### config.mk
export PLATFORM = sky130hd
export DESIGN_NAME = mux_select_sequencer
export DESIGN_NICKNAME = d
export VERILOG_FILES = /design/src/rtl/mux_seq_pkg.sv /design/src/rtl/mux_select_sequencer.sv
export SDC_FILE = /design/constraint.sdc
export NUM_CORES = 1
export LEC_CHECK = 0
export CORE_AREA = 2 2 39 41
export DETAILED_ROUTE_END_ITERATION = 10
export DIE_AREA = 0 0 41 43
export MAX_ROUTING_LAYER = met4
export SYNTH_ARGS = -nofsm -noshare
export SYNTH_HDL_FRONTEND = slang
export SYNTH_SLANG_ARGS = --single-unit
export TNS_END_PERCENT = 50
### constraint.sdc
create_clock -name clk -period 3.5 [get_ports clk]
set_input_delay 0.7 -clock clk [delete_from_list [all_inputs] [get_ports clk]]
set_output_delay 0.7 -clock clk [all_outputs]
set_load 0.01 [all_outputs]
### src/rtl/mux_seq_pkg.sv
// Shared types and index helpers for the 4:1 mux select sequencer.
// Selector ordering is folded into first/last/step helpers so the FSM stays order-agnostic.
package mux_seq_pkg;

    localparam int NUM_LINES = 4;
    localparam int SEL_W     = 2;

    typedef enum logic {
        IDLE = 1'b0,
        SEND = 1'b1
    } state_t;

    function automatic logic [SEL_W-1:0] first_index(input bit msb_first);
        return msb_first ? SEL_W'(NUM_LINES - 1) : '0;
    endfunction

    function automatic logic [SEL_W-1:0] last_index(input bit msb_first);
        return msb_first ? '0 : SEL_W'(NUM_LINES - 1);
    endfunction

    // Only called before the last index, so the 2-bit step never wraps inside a word.
    function automatic logic [SEL_W-1:0] step_index(input logic [SEL_W-1:0] sel,
                                                    input bit msb_first);
        return msb_first ? sel - SEL_W'(1) : sel + SEL_W'(1);
    endfunction

endpackage

### src/rtl/mux_select_sequencer.sv
// Holds a 4-bit word on the mux data lines and walks the selector through every position,
// one position per consumed bit, with back-to-back reload on the final bit.
module mux_select_sequencer
    import mux_seq_pkg::*;
#(
    parameter bit MSB_FIRST = 1'b0
) (
    input  logic                 clk,
    input  logic                 reset_n,
    input  logic [NUM_LINES-1:0] word_in,
    input  logic                 word_valid,
    output logic                 word_ready,
    input  logic                 bit_ready,
    input  logic                 abort,
    output logic [NUM_LINES-1:0] input_lines,
    output logic [SEL_W-1:0]     selector_bits,
    output logic                 bit_valid,
    output logic                 last_bit,
    output logic                 busy
);

    // Handshakes: a word transfers on any rising edge where word_valid && word_ready;
    // a bit is consumed on any rising edge where bit_valid && bit_ready. Both ready
    // signals are combinational and abort masks word_ready in every state.

    localparam logic [SEL_W-1:0] FIRST_IDX = first_index(MSB_FIRST);
    localparam logic [SEL_W-1:0] LAST_IDX  = last_index(MSB_FIRST);

    state_t                 state, state_nxt;
    logic [SEL_W-1:0]       sel_q, sel_nxt;
    logic [NUM_LINES-1:0]   lines_q, lines_nxt;
    logic                   accept;
    logic                   consume;

    always_ff @(posedge clk or negedge reset_n) begin
        if (!reset_n) begin
            state   <= IDLE;
            sel_q   <= '0;
            lines_q <= '0;
        end else begin
            state   <= state_nxt;
            sel_q   <= sel_nxt;
            lines_q <= lines_nxt;
        end
    end

    always_comb begin
        state_nxt  = state;
        sel_nxt    = sel_q;
        lines_nxt  = lines_q;
        word_ready = 1'b0;
        bit_valid  = 1'b0;
        last_bit   = 1'b0;
        busy       = 1'b0;

        case (state)
            IDLE: begin
                word_ready = !abort;
            end
            SEND: begin
                bit_valid  = 1'b1;
                busy       = 1'b1;
                last_bit   = (sel_q == LAST_IDX);
                word_ready = last_bit && bit_ready && !abort;
            end
            default: begin
                state_nxt = IDLE;
            end
        endcase

        accept  = word_valid && word_ready;
        consume = bit_valid && bit_ready;

        // Abort wins over everything; the held word stays on the lines.
        if (abort) begin
            state_nxt = IDLE;
            sel_nxt   = '0;
        end else if (accept) begin
            state_nxt = SEND;
            sel_nxt   = FIRST_IDX;
            lines_nxt = word_in;
        end else if (consume) begin
            if (last_bit) begin
                state_nxt = IDLE;
                sel_nxt   = '0;
            end else begin
                sel_nxt = step_index(sel_q, MSB_FIRST);
            end
        end
    end

    assign input_lines   = lines_q;
    assign selector_bits = sel_q;

endmodule
; Yosys cells after proc, flatten, opt, wreduce, memory -nomap -nowiden
; Cells that the tools add are included.
[totals]
regBits = 7
inputBits = 9
wordCells = 27
[op_classes]
add_sub_neg = 1
n_eq_ne = 1
muxes = 11
bitwise_logic = 2
n_reduce_logical = 9
[ops]
columns = cell, n
row1 = $mux W2, 4
row2 = $mux W1, 6
row3 = $reduce_bool A3 Y1, 2
row4 = $logic_and A1 B1 Y1, 4
row5 = $reduce_and A2 Y1, 2
row6 = $add A2 B1 Y2 const B, 1
row7 = $eq A2 B2 Y1 const B, 1
row8 = $not A1 Y1, 2
row9 = $pmux W1 S2, 1
row10 = $logic_not A1 Y1, 1

; Logic depth before layout (Yosys ltp)
[logic_depth]
depth_word = 7
ltp_mapped = 4
depth_no_buf = 4

; Worst setup path before layout
; No wires, ideal clock.
[synth_timing]
path_type = reg-to-output
start = reg sel_q[0], in the netlist selector_bits[0]
end = out word_ready
arrival_ns = 0.988
t_required_ns = 2.800
slack_ns = 1.812
stages_incl_launch_ff = 4
n_path_buf = 0
path_cell_list = dfrtp_1 -> ha_1 -> a21boi_4 -> nor2_1
[synth_via]
elab_chain_len = 4
[synth_lines]
columns = item, line_no
row1 = "start, declared", mux_select_sequencer.sv:30  ; logic [SEL_W-1:0] sel_q, sel_nxt;
row2 = "start signal, assigned", mux_select_sequencer.sv:42  ; sel_q <= sel_nxt;
row3 = $eq A2 B2 Y1, mux_select_sequencer.sv:63  ; last_bit = (sel_q == LAST_IDX);
row4 = $logic_and A1 B1 Y1 (2 in series), mux_select_sequencer.sv:64  ; word_ready = last_bit && bit_ready && !abort;
row5 = $pmux W1 S2, mux_select_sequencer.sv:56  ; case (state)
row6 = "end, declared", mux_select_sequencer.sv:12  ; output logic word_ready,
; No other way between the ends.

; Final worst setup path
[layout_timing]
start = in bit_ready
end = out word_ready
[layout_via]
elab_chain_len = 3
[layout_lines]
columns = item, line_no
row1 = "start, declared", mux_select_sequencer.sv:13  ; input logic bit_ready,
row2 = $logic_and A1 B1 Y1 (2 in series), mux_select_sequencer.sv:64
row3 = $pmux W1 S2, mux_select_sequencer.sv:56
; No other way between the ends.

==> run metrics <==
DRT Pass-1 Iters=1; CP startpoint kind=input port; initial DRC count=0; # clock sinks=7; post-synth net total=39; die area=1763 sq um; status=finished, final reports clean; Final Hold Violating Endpoints=0; Routed Antenna Nets=0; FF-to-FF path depth=4; Min-Delay Path Class=flip-flop to flip-flop; Max Root-Sink Buffers=2; share of the yosys chip area belonging to registers=49.65%; Cell variety after synth=16; max-slew violations=0; Leakage=0.2439 nW; pin count of the biggest net entering global routing=8; GRT Util Overall=10.00%; Achievable Freq=370.3 MHz; TNS Setup=0 ps; Max-slew headroom=79.90%; Slew @ Worst Pin=300.6 ps; Tcrit/Tclk final=77.15%; IO buf count=18; Worst Hold Launch=input_lines[0]$_DFFE_PN0P_; reg2reg start=selector_bits[0]$_DFFE_PN0P_; post-synthesis cell count=29; initial antenna violation count=0; DIE WIDTH=41 um; area grow syn2layout=62.06%; Tmin final=2700 ps; routed wire length=725 um; Reg-to-Reg End=input_lines[0]$_DFFE_PN0P_; drt wl/cell=10.98 um; Remaining DRCs=0; synthesized area=352.8 sq um; worst reg-to-reg setup slack=1960 ps; Final Net Count=61; Placed Cells=62; Starting Density=25.50%; crit end category=output port; maximum vdd drop=0.2010 mV; global placer's final weighted congestion=0.5882; Non-Filler Instances=66; root buffer cell=clkbuf_4; Die Y=43 um; CP max FO=4; Clock Skews=1.786 ps; worst-skew pair later-pin latency=250 ps; Synth Register Bits=7; crit path launch=bit_ready; Post-CTS Resized=0; Detail Placement HPWL=575.2 um; layout cells sized above 1=18.00%; Worst Path Class, Setup=input port to output port; endpoints failing setup=0; vias in the first global route=272; TritonCTS clock tree=yes; Post-CTS Setup Bufs=0; via-per-instance ratio=4.333; power density over the cells=403.9 nW/um^2; Core Region=1384 sq um; Worst Setup EP=word_ready; IO Count=19; TritonCTS Buffers=3; hold_buf cts=0; syn avg cell area=12.17 sq um; global-route wire length before repair=1083 um; Synth Warn #=0; H-tree depth=1; Via Count=286; critical path arrival=2000 ps; Site Rows=14; Overflow after GRT=0; RSZ-0062 raised after global routing=no; ANT cells=0; MaxCap Viol Count=0; Worst-path clk slew=50 ps; Worst EP required=2800 ps
## layer usage
layer | vias up | share of wire, % | GRT usage, %
li1 | 139 | - | -
met1 | 134 | 39 | 10.03
met2 | 13 | 51 | 15.00
met3 | 0 | 9.7 | 1.571
met4 | 0 | 0 | 10.00
met5 | - | 0 | -
## cell usage in the layout (no fill, tap or decap), types with 2 or more instances in the layout
cell type	synthesis	final
mux2_2	4	4
nor2_1	4	4
clkdlybuf4s50_1	0	18
nand2_1	2	2
clkbuf_4	0	3
dfrtp_1	7	7
## kinds of logic (layout without fill, tap and decap cells)
group	count (synthesis)	in the layout	synth area share [%]
AOI/OAI and AO/OA	3	3	8.154
adders and majority gates	1	1	3.546
buffers and inverters	1	22	2.128
DFF	7	7	49.65
muxes	5	5	15.60
and+or+nand+nor	12	12	20.92
## sequential cells by signal, summed over array words and instances (netlist names)
register       count
input_lines        4
selector_bits      2
state              1
## synth_stat cells
master,count,area (sq um)
nor3_1,1,5.000
a21oi_1,1,5.000
a21boi_4,1,18.77
buf_4,1,7.510
nor2_1,4,15.01
nor2b_1,1,6.260
nor3b_1,1,7.510
nor3b_4,1,18.77
mux2i_1,1,10.01
mux2_2,4,45.04
nand2_1,2,7.510
ha_1,1,12.51
dfrtp_1,7,175.2
and2_1,1,6.260
o21ai_0,1,5.000
and2b_1,1,7.510
## power breakdown
| part | leakage (nW) | total (mW) | switching (mW) | internal [mW] |
|---|---|---|---|---|
| logic | 0.142 | 0.0606 | 0.0210 | 0.0396 |
| registers | 0.0871 | 0.0978 | 0.00639 | 0.0914 |
| clock network | 0.0150 | 0.0725 | 0.0290 | 0.0435 |
## area by class of cell
class,count,area (sq um)
tap,16,20.02
timing repair buffer,18,180.2
fill,131,812.0
clock buffer,4,26.28
multi-input combinational,21,170.2
sequential,7,175.2
## through the flow
| stage | total power, mW | instance area, sq um | setup WS (ps) | hold slack, ps | utilization, % |
|---|---|---|---|---|---|
| 2_1_floorplan | 0.1225 | 352.8 | 1812 | 404.4 | - |
| 3_3_place_gp | 0.1600 | 545.5 | 827.3 | 497.2 | 39.42 |
| 3_5_place_dp | 0.1609 | 545.5 | 802.4 | 500.8 | 39.42 |
| 4_1_cts | 0.2367 | 571.8 | 792.6 | 513.2 | 41.32 |
| 5_1_grt | 0.2450 | 571.8 | 742.8 | 524.9 | 41.32 |
| 6_report | 0.2309 | 571.8 | 799.8 | 511.6 | 41.32 |
## worst max-delay path, stage by stage
cell             delay, ps
clkdlybuf4s50_1        560
a21boi_4               100
nor2_1                 100
clkdlybuf4s50_1        540
## worst min-delay path by stage
stage	endpoint	slack, ps	cells after the start
after floorplan	input_lines[0]$_DFFE_PN0P_	400	0
after global placement	input_lines[3]$_DFFE_PN0P_	500	1
after detailed placement	input_lines[2]$_DFFE_PN0P_	500	1
after CTS	input_lines[2]$_DFFE_PN0P_	510	1
after global routing	input_lines[0]$_DFFE_PN0P_	520	1
final	input_lines[0]$_DFFE_PN0P_	510	1
Note: power is estimated with default switching activity, not from simulation.
